## src/rtl/freq_meter_pkg.sv

```systemverilog
// rtl/freq_meter_pkg.sv - shared state encoding and default parameters for the frequency meter
package freq_meter_pkg;

  typedef enum logic {
    ST_IDLE = 1'b0,
    ST_GATE = 1'b1
  } state_e;

  localparam int unsigned DEF_GATE_CYCLES = 100_000_000;
  localparam int unsigned DEF_CNT_W       = 28;
  localparam int unsigned DEF_SYNC_STAGES = 2;

endpackage

```

## src/rtl/freq_meter_sync_edge_det.sv

```systemverilog
// rtl/freq_meter_sync_edge_det.sv - input synchroniser with rise/fall detection
module freq_meter_sync_edge_det
  import freq_meter_pkg::*;
#(
  parameter int unsigned SYNC_STAGES = DEF_SYNC_STAGES
) (
  input  logic clk,
  input  logic rst_in,
  input  logic sig_in,
  output logic s,
  output logic rise,
  output logic fall
);

  logic [SYNC_STAGES-1:0] sync_q;
  logic                   s_d;

  // synchroniser chain plus one delay flop for the edge compare
  always_ff @(posedge clk) begin
    if (rst_in) begin
      sync_q <= '0;
      s_d    <= 1'b0;
    end else begin
      sync_q <= {sync_q[SYNC_STAGES-2:0], sig_in};
      s_d    <= sync_q[SYNC_STAGES-1];
    end
  end

  assign s    = sync_q[SYNC_STAGES-1];
  assign rise = s & ~s_d;
  assign fall = ~s & s_d;

endmodule

```

## src/rtl/freq_meter.sv

```systemverilog
// rtl/freq_meter.sv - gated edge counter plus period and high-time meter
module freq_meter
  import freq_meter_pkg::*;
#(
  parameter int unsigned GATE_CYCLES = DEF_GATE_CYCLES,
  parameter int unsigned CNT_W       = DEF_CNT_W,
  parameter int unsigned SYNC_STAGES = DEF_SYNC_STAGES
) (
  input  logic             clk,
  input  logic             rst_in,
  input  logic             sig_in,
  input  logic             start,
  input  logic             cont,
  output logic [CNT_W-1:0] edge_count,
  output logic             cnt_valid,
  output logic             overflow,
  output logic             busy,
  output logic [CNT_W-1:0] period,
  output logic [CNT_W-1:0] high_time,
  output logic             per_valid
);

  localparam int unsigned      GW        = $clog2(GATE_CYCLES);
  localparam logic [GW-1:0]    GATE_LAST = GW'(GATE_CYCLES - 1);
  localparam logic [CNT_W-1:0] CNT_MAX   = '1;

  logic             s;
  logic             rise;
  logic             fall;
  state_e           state_q;
  state_e           state_d;
  logic [GW-1:0]    gate_cnt;
  logic [CNT_W-1:0] edge_cnt;
  logic             ovf;
  logic             gate_last;
  logic             go;
  logic             edge_sat;
  logic [CNT_W-1:0] edge_sum;
  logic [CNT_W-1:0] per_cnt;
  logic [CNT_W-1:0] hi_cnt;
  logic             have_edge;

  freq_meter_sync_edge_det #(
    .SYNC_STAGES(SYNC_STAGES)
  ) u_sync (
    .clk   (clk),
    .rst_in(rst_in),
    .sig_in(sig_in),
    .s     (s),
    .rise  (rise),
    .fall  (fall)
  );

  assign go        = start | cont;
  assign gate_last = (state_q == ST_GATE) && (gate_cnt == GATE_LAST);
  // a rise arriving while the counter is already full is the one that gets lost
  assign edge_sat  = rise & (edge_cnt == CNT_MAX);
  assign edge_sum  = edge_sat ? CNT_MAX : edge_cnt + CNT_W'(rise);

  // FSM state register
  always_ff @(posedge clk) begin
    if (rst_in) state_q <= ST_IDLE;
    else        state_q <= state_d;
  end

  // FSM next state: final gate cycle either rolls straight into a new gate or returns to idle
  always_comb begin
    state_d = state_q;
    case (state_q)
      ST_IDLE: if (go) state_d = ST_GATE;
      ST_GATE: if (gate_last && !go) state_d = ST_IDLE;
      default: state_d = ST_IDLE;
    endcase
  end

  // FSM outputs
  always_comb begin
    busy = (state_q == ST_GATE);
  end

  // gate timer and edge counter; results latched on the final gate cycle
  always_ff @(posedge clk) begin
    if (rst_in) begin
      gate_cnt   <= '0;
      edge_cnt   <= '0;
      ovf        <= 1'b0;
      edge_count <= '0;
      overflow   <= 1'b0;
      cnt_valid  <= 1'b0;
    end else begin
      cnt_valid <= 1'b0;
      if (state_q == ST_IDLE) begin
        gate_cnt <= '0;
        edge_cnt <= '0;
        ovf      <= 1'b0;
      end else if (gate_last) begin
        edge_count <= edge_sum;
        overflow   <= ovf | edge_sat;
        cnt_valid  <= 1'b1;
        gate_cnt   <= '0;
        edge_cnt   <= '0;
        ovf        <= 1'b0;
      end else begin
        gate_cnt <= gate_cnt + 1'b1;
        if (rise) begin
          if (edge_cnt == CNT_MAX) ovf <= 1'b1;
          else                     edge_cnt <= edge_cnt + 1'b1;
        end
      end
    end
  end

  // free-running period and high-time measurement, independent of the gate FSM
  always_ff @(posedge clk) begin
    if (rst_in) begin
      per_cnt   <= '0;
      hi_cnt    <= '0;
      have_edge <= 1'b0;
      period    <= '0;
      high_time <= '0;
      per_valid <= 1'b0;
    end else begin
      per_valid <= 1'b0;
      if (rise) begin
        per_cnt   <= CNT_W'(1);
        hi_cnt    <= CNT_W'(1);
        have_edge <= 1'b1;
        if (have_edge) begin
          period    <= per_cnt;
          per_valid <= 1'b1;
        end
      end else begin
        if (per_cnt != CNT_MAX) per_cnt <= per_cnt + 1'b1;
        if (s && (hi_cnt != CNT_MAX)) hi_cnt <= hi_cnt + 1'b1;
      end
      if (fall) high_time <= hi_cnt;
    end
  end

endmodule

```

## config.mk

```make
export PLATFORM = sky130hd
export DESIGN_NAME = freq_meter
export DESIGN_NICKNAME = d
export VERILOG_FILES = /design/src/rtl/freq_meter_pkg.sv /design/src/rtl/freq_meter_sync_edge_det.sv /design/src/rtl/freq_meter.sv
export SDC_FILE = /design/constraint.sdc
export NUM_CORES = 1
export LEC_CHECK = 0
export CORE_MARGIN = 2
export CORE_UTILIZATION = 40
export CTS_CLUSTER_DIAMETER = 80
export DETAILED_ROUTE_END_ITERATION = 6
export GPL_TIMING_DRIVEN = 0
export RECOVER_POWER = 100
export SETUP_SLACK_MARGIN = 0.2
export SLEW_MARGIN = 20
export SYNTH_ARGS = -nofsm -noshare
export SYNTH_HDL_FRONTEND = slang
export SYNTH_SLANG_ARGS = --single-unit
```

## constraint.sdc

```tcl
create_clock -name clk -period 2.25 [get_ports clk]
set_input_delay 0.225 -clock clk [delete_from_list [all_inputs] [get_ports clk]]
set_output_delay 0.225 -clock clk [all_outputs]
set_load 0.01 [all_outputs]
```

# Word level (Yosys, flattened, before mapping)
# Index checks and enable logic that the tools add are counted.
[word_totals] ff_bits=204 input_bits=5 output_inout_bits=88 elab_cells=60
[op_classes] addsub=5 eq_ne=4 mux=10 bitwise_logic=10 reduce_logical=14
[op_table] operator="$add 28x1->28 const B" n=3
[op_table] operator="$ne 28x28->1 const B" n=2
[op_table] operator="$add 28x1->28" n=1
[op_table] operator="$eq 28x28->1 const B" n=1
[op_table] operator="$mux 28" n=1
[op_table] operator="$add 27x1->27 const B" n=1
[op_table] operator="$eq 27x27->1 const B" n=1
[op_table] operator="$mux 1" n=8
[op_table] operator="$reduce_and 2->1" n=4
[op_table] operator="$reduce_or 2->1" n=3
[op_table] operator="$not 1->1" n=5
[op_table] operator="$reduce_bool 2->1" n=2
[op_table] operator="$and 1x1->1" n=3
[op_table] operator="$logic_and 1x1->1" n=3
[op_table] operator="$reduce_or 3->1" n=1
[op_table] operator="$or 1x1->1" n=2
[op_table] operator="$pmux 1 s2" n=1
[op_table] operator="$logic_not 1->1" n=1

# Longest topological paths before layout
[depth] ltp_word=5 ltp_mapped=9 ltp_nobuf=9

# Modules after synthesis
# A second synthesis with hierarchy kept.
[hier_totals] hier_cells=1044 hier_area_um2=9226.3
[modules_own_cells] module="freq_meter" instances=1 cells_per_inst=1036 area_each_um2=9135.0 seq_area_each_um2=4023.9
[modules_own_cells] module="freq_meter_sync_edge_det" instances=1 cells_per_inst=8 area_each_um2=91.3 seq_area_each_um2=60.1

# Least setup slack after synthesis
# Ideal clock, no wire load.
[synth_path] kind="reg-to-reg" from="register u_sync.s_d" to="register edge_count[18]" setup_ns=0.070 t_arrival_ns=2.111 required_time_ns=2.180 path_slack_ns=0.070 stages_incl_launch_ff=10 n_path_buf=0 synth_period_minus_slack_ns=2.180 cell_sequence="dfxtp_1 > nand2b_1 > clkinv_1 > ha_1 > ha_1 > nand3_1 > nor3_1 > nand4_1 > xor2_1 > a21oi_1"
[synth_via] elab_chain_cells=4 elab_cells_between_ends=5 cone_classes="add/sub (1); mux (1); bitwise (3)"
[synth_lines] element="start: declaration" line_no="freq_meter_sync_edge_det.sv:16" source="logic s_d;"
[synth_lines] element="start signal: assignment" line_no="freq_meter_sync_edge_det.sv:25" source="s_d <= sync_q[SYNC_STAGES-1];"
[synth_lines] element="$not 1->1 (*)" line_no="freq_meter_sync_edge_det.sv:30" source="assign rise = s & ~s_d;"
[synth_lines] element="$and 1x1->1 (*)" line_no="freq_meter_sync_edge_det.sv:30"
[synth_lines] element="named net rise" line_no="freq_meter.sv:28" source="logic rise;"
[synth_lines] element="$add 28x1->28 or $and 1x1->1 (tied branches)" line_no="freq_meter.sv:58, freq_meter.sv:57"
[synth_lines] element="$mux 28 (*)" line_no="freq_meter.sv:58" source="assign edge_sum = edge_sat ? CNT_MAX : edge_cnt + CNT_W'(rise);"
[synth_lines] element="end signal: assignment" line_no="freq_meter.sv:97" source="edge_count <= edge_sum;"
[synth_lines] element="end: declaration" line_no="freq_meter.sv:14" source="output logic [CNT_W-1:0] edge_count,"
# The timed path passes the listed nets; every way through them passes the cells marked *.
# A chain may end at the register's enable or synchronous reset.

# Worst setup path in the final report
[layout_path] from="register u_sync.s_d" to="register edge_count[22]"
# Same word-level chain as after synthesis.

==> flow_metrics.env <==
export IMPL_status="completed"
export IMPL_fp_dieW_microns=153
export IMPL_max_slew_margin_pct=51.3
export IMPL_synth_largest_area_cell="dfxtp_1"
export IMPL_worst_pin_slew_ps=726
export IMPL_place_congestion=0.819
export IMPL_rows=54
export IMPL_num_vias=8201
export IMPL_fillers=2077
export IMPL_crit_arrival_ps=2440
export IMPL_grt_first_pass_wirelength_microns=37500
export IMPL_dieArea_sq_mm=0.0233
export IMPL_tritoncts="built"
export IMPL_grtUsageTotal_pct=18.7
export IMPL_pwr_share_clk_pct=52.8
export IMPL_fin_cells=1520
export IMPL_area_growth_syn_to_layout_pct=33.4
export IMPL_final_antenna_net_count=0
export IMPL_cp_data_required_time_ps=2640
export IMPL_place_area_sq_mm=0.0101
export IMPL_regArea_sq_mm=0.00414
export IMPL_clock_path_buffers=3
export IMPL_clk_pin_slew_worst_paths_ps=60
export IMPL_ys_warn_count=0
export IMPL_synth_top_family_by_area="simple AND/OR/NAND/NOR gates"
export IMPL_skew_ps=15.6
export IMPL_cts_htree_levels=1
export IMPL_syn_area_sq_mm=0.00884
export IMPL_antenna_found_initial=0
export IMPL_design_area_sq_mm=0.0118
export IMPL_crit_fanout=9
export IMPL_viasPerCell=5.40
export IMPL_criticalPathCategory="reg2reg"
export IMPL_power_density_mw_per_mm2=686
export IMPL_setup_viol=0
export IMPL_dr_pass1_iters=5
export IMPL_multi_input_area_sq_mm=0.00478
export IMPL_report_final_slew_viol_count=0
export IMPL_period_needed_ps=2050
export IMPL_critPathCaptureType="flop"
export IMPL_synth_edf_count=0
export IMPL_cts_root_buffer="clkbuf_16"
export IMPL_cp_start_kind="flop"
export IMPL_synth_top_cells_by_area="dfxtp_1 46%, a21oi_1 8.0%, nand2_1 7.0%"
export IMPL_syn_nets=1075
export IMPL_cts_sinks=204
export IMPL_p_sw_mw=1.66
export IMPL_clock_fmax_mhz=488
export IMPL_holdWs_ps=326
export IMPL_ys_seq_elements=204
export IMPL_hpwl_microns=15300
export IMPL_hold_viol_final=0
export IMPL_utilization_pct=54.2
export IMPL_place_inst=1435
export IMPL_core_sq_mm=0.0218
export IMPL_finalWirelength_microns=22800
export IMPL_worstSetupStartpoint="u_sync.s_d$_SDFF_PP0_"
export IMPL_async_flop_share_pct=0
export IMPL_fin_nets=1235
export IMPL_grt_overflow_total=0
export IMPL_yosysSeqAreaShare_pct=46.2
export IMPL_worstHoldPathType="in2reg"
export IMPL_synth_adder_area_share_pct=0.849
export IMPL_synthSimpleGateAreaFrac_pct=26.1
export IMPL_r2r_start="u_sync.s_d$_SDFF_PP0_"
export IMPL_avgSynthCellArea_sq_um=8.31
export IMPL_synth_mux_area_share_pct=0.340
export IMPL_synth_top_cell_area_share_pct=46.2
export IMPL_insertion_delay_ps=500
export IMPL_io_buffers=91
export IMPL_switching_share_pct=20.6
export IMPL_num_antenna_cells=0
export IMPL_synth_xor_area_share_pct=6.44
export IMPL_synth_compound_area_share_pct=16.6
export IMPL_critPathCapture="edge_count[22]$_SDFFE_PP0P_"
export IMPL_fin_crit_sh_pct=91.1
export IMPL_syn_inst=1064
export IMPL_synth_main_ff_cell="dfxtp_1"
export IMPL_grt_pass1_vias=7437
export IMPL_die_h_microns=153
export IMPL_wire_per_inst_microns=15.0
export IMPL_total_leakage_power_nw=4.24
export IMPL_grt_max_degree=14
export IMPL_reg2reg_to="edge_count[22]$_SDFFE_PP0P_"
export IMPL_reg2regPathDepth=10
export IMPL_io_pins=93
export IMPL_maxCapViolations=0
export IMPL_rsz0062_at_grt="true"
export IMPL_drcViolationCount=0
export IMPL_vdd_drop_max_mv=0.451
export IMPL_synth_distinct_cells=50
export IMPL_pwr_share_seq_pct=44.9
export IMPL_regToRegSetupSlack_ps=200
export IMPL_start_util_pct=40.6
export IMPL_cts_buffers=23
export IMPL_drt_iter0_drc=418
export IMPL_power_total_mw=8.09
export IMPL_drive_gt1_share_pct=15.4
export IMPL_pwr_share_comb_pct=2.3
export IMPL_internal_power_mw=6.43
routing by layer:
| layer | routed length (microns) | global-route usage, % | part of all wire (%) |
|---|---|---|---|
| met3 | 942 | 2.90 | 4.1 |
| met4 | 291 | 3.84 | 1.3 |
| met2 | 10900 | 31.1 | 48 |
| met5 | 0 | 0 | 0 |
| met1 | 10700 | 25.9 | 47 |
layout make-up:
type	instances	area share, %
sequential	204	35.1
buffer	58	2.83
clock buffer	30	5.27
inverter	18	0.637
timing repair buffer	135	10.6
multi-input combinational	784	40.6
clock inverter	11	2.03
tap	280	2.97
worst max-delay path: stages (launching register included):
cell	delay, ps
dfxtp_1	350
nand2b_4	190
inv_8	110
ha_4	160
ha_4	160
nand3_4	110
nor3_1	260
clkbuf_2	210
nand4_1	120
xor2_1	200
a21oi_2	70
power by group through the flow:
stage | Sequential, mW | Clock [mW] | Combinational [mW]
after floorplan | 3.72 | 0 | 0.106
after global placement | 3.72 | 0 | 0.169
after detailed placement | 3.72 | 0 | 0.169
after CTS | 3.64 | 4.36 | 0.178
after global routing | 3.64 | 4.52 | 0.202
final | 3.64 | 4.27 | 0.183
timing repair:
action                     in CTS  in global routing
pin swaps                      20                 30
setup buffers                  24                 19
gates resized for setup        83                 88
setup endpoints to repair     143                133
hold buffers                    0                  0
gates cloned                    0                  1
synthesized netlist by cell type, types with 2 or more instances:
cell type	instances
dfxtp_1	204
nand2_1	166
a21oi_1	141
nor2_1	64
clkbuf_1	48
o21ai_0	46
or3_1	43
nand3_1	42
nand4_1	41
xor2_1	36
xnor2_1	29
o21bai_1	26
inv_1	17
or4_1	16
and4_1	15
nor3_1	15
and3_1	13
o31ai_1	13
nor4_1	12
a211oi_1	7
buf_2	7
and2_1	6
ha_1	6
a31oi_1	5
nor3b_1	4
o211ai_1	4
mux2i_1	3
nor2b_1	3
or2_2	3
a211o_1	2
buf_1	2
nand2b_1	2
nand4b_1	2
nor4_2	2
o311ai_0	2
o311ai_2	2
o41ai_1	2
metrics by stage:
stage | setup slack [ps] | TNS, ps
floorplan | 201 | 0
global placement | -652 | -21350
detailed placement | -602 | -20730
CTS | 126 | 0
global route | 67.3 | 0
finish | 201 | 0
layout by cell type, fill, tap and decap left out, types with 11 or more instances in the layout:
cell type / n
dlygate4sd3_1: 88
and4_1: 14
nor3_1: 11
buf_4: 32
clkbuf_1: 38
inv_1: 17
or4_1: 14
clkbuf_16: 23
and3_1: 12
nand3_1: 37
dfxtp_2: 24
or3_1: 42
nand2_1: 164
nand4_1: 41
nor2_1: 63
clkbuf_2: 16
xnor2_1: 29
o21ai_0: 42
xor2_1: 36
o31ai_1: 12
o21bai_1: 26
dfxtp_1: 174
a21oi_1: 132
registers in the layout (all words and copies together) (netlist names):
register,count
busy,1
cnt_valid,1
edge_cnt,28
edge_count,28
gate_cnt,27
have_edge,1
hi_cnt,28
high_time,28
overflow,1
ovf,1
per_cnt,28
per_valid,1
period,28
u_sync.s_d,1
u_sync.sync_q,2
worst min-delay path by stage:
stage	depth (start not counted)	slack (ps)	startpoint	end
2_1_floorplan	1	350	sig_in	u_sync.sync_q[0]$_SDFF_PP0_
3_3_place_gp	1	420	u_sync.sync_q[0]$_SDFF_PP0_	u_sync.sync_q[1]$_SDFF_PP0_
3_5_place_dp	1	420	u_sync.sync_q[0]$_SDFF_PP0_	u_sync.sync_q[1]$_SDFF_PP0_
4_1_cts	2	320	sig_in	u_sync.sync_q[0]$_SDFF_PP0_
5_1_grt	2	340	sig_in	u_sync.sync_q[0]$_SDFF_PP0_
6_report	3	330	start	busy$_SDFF_PP0_
cells by family (layout without fill, tap and decap cells):
family / count (synthesis) / in the layout
simple gates: 455 / 455
compound gates: 255 / 255
flops: 204 / 204
buf+inv: 76 / 252
xor+xnor: 65 / 65
fa+ha+maj: 6 / 6
mux: 3 / 3
No activity file was read; power rests on OpenSTA's default activity.
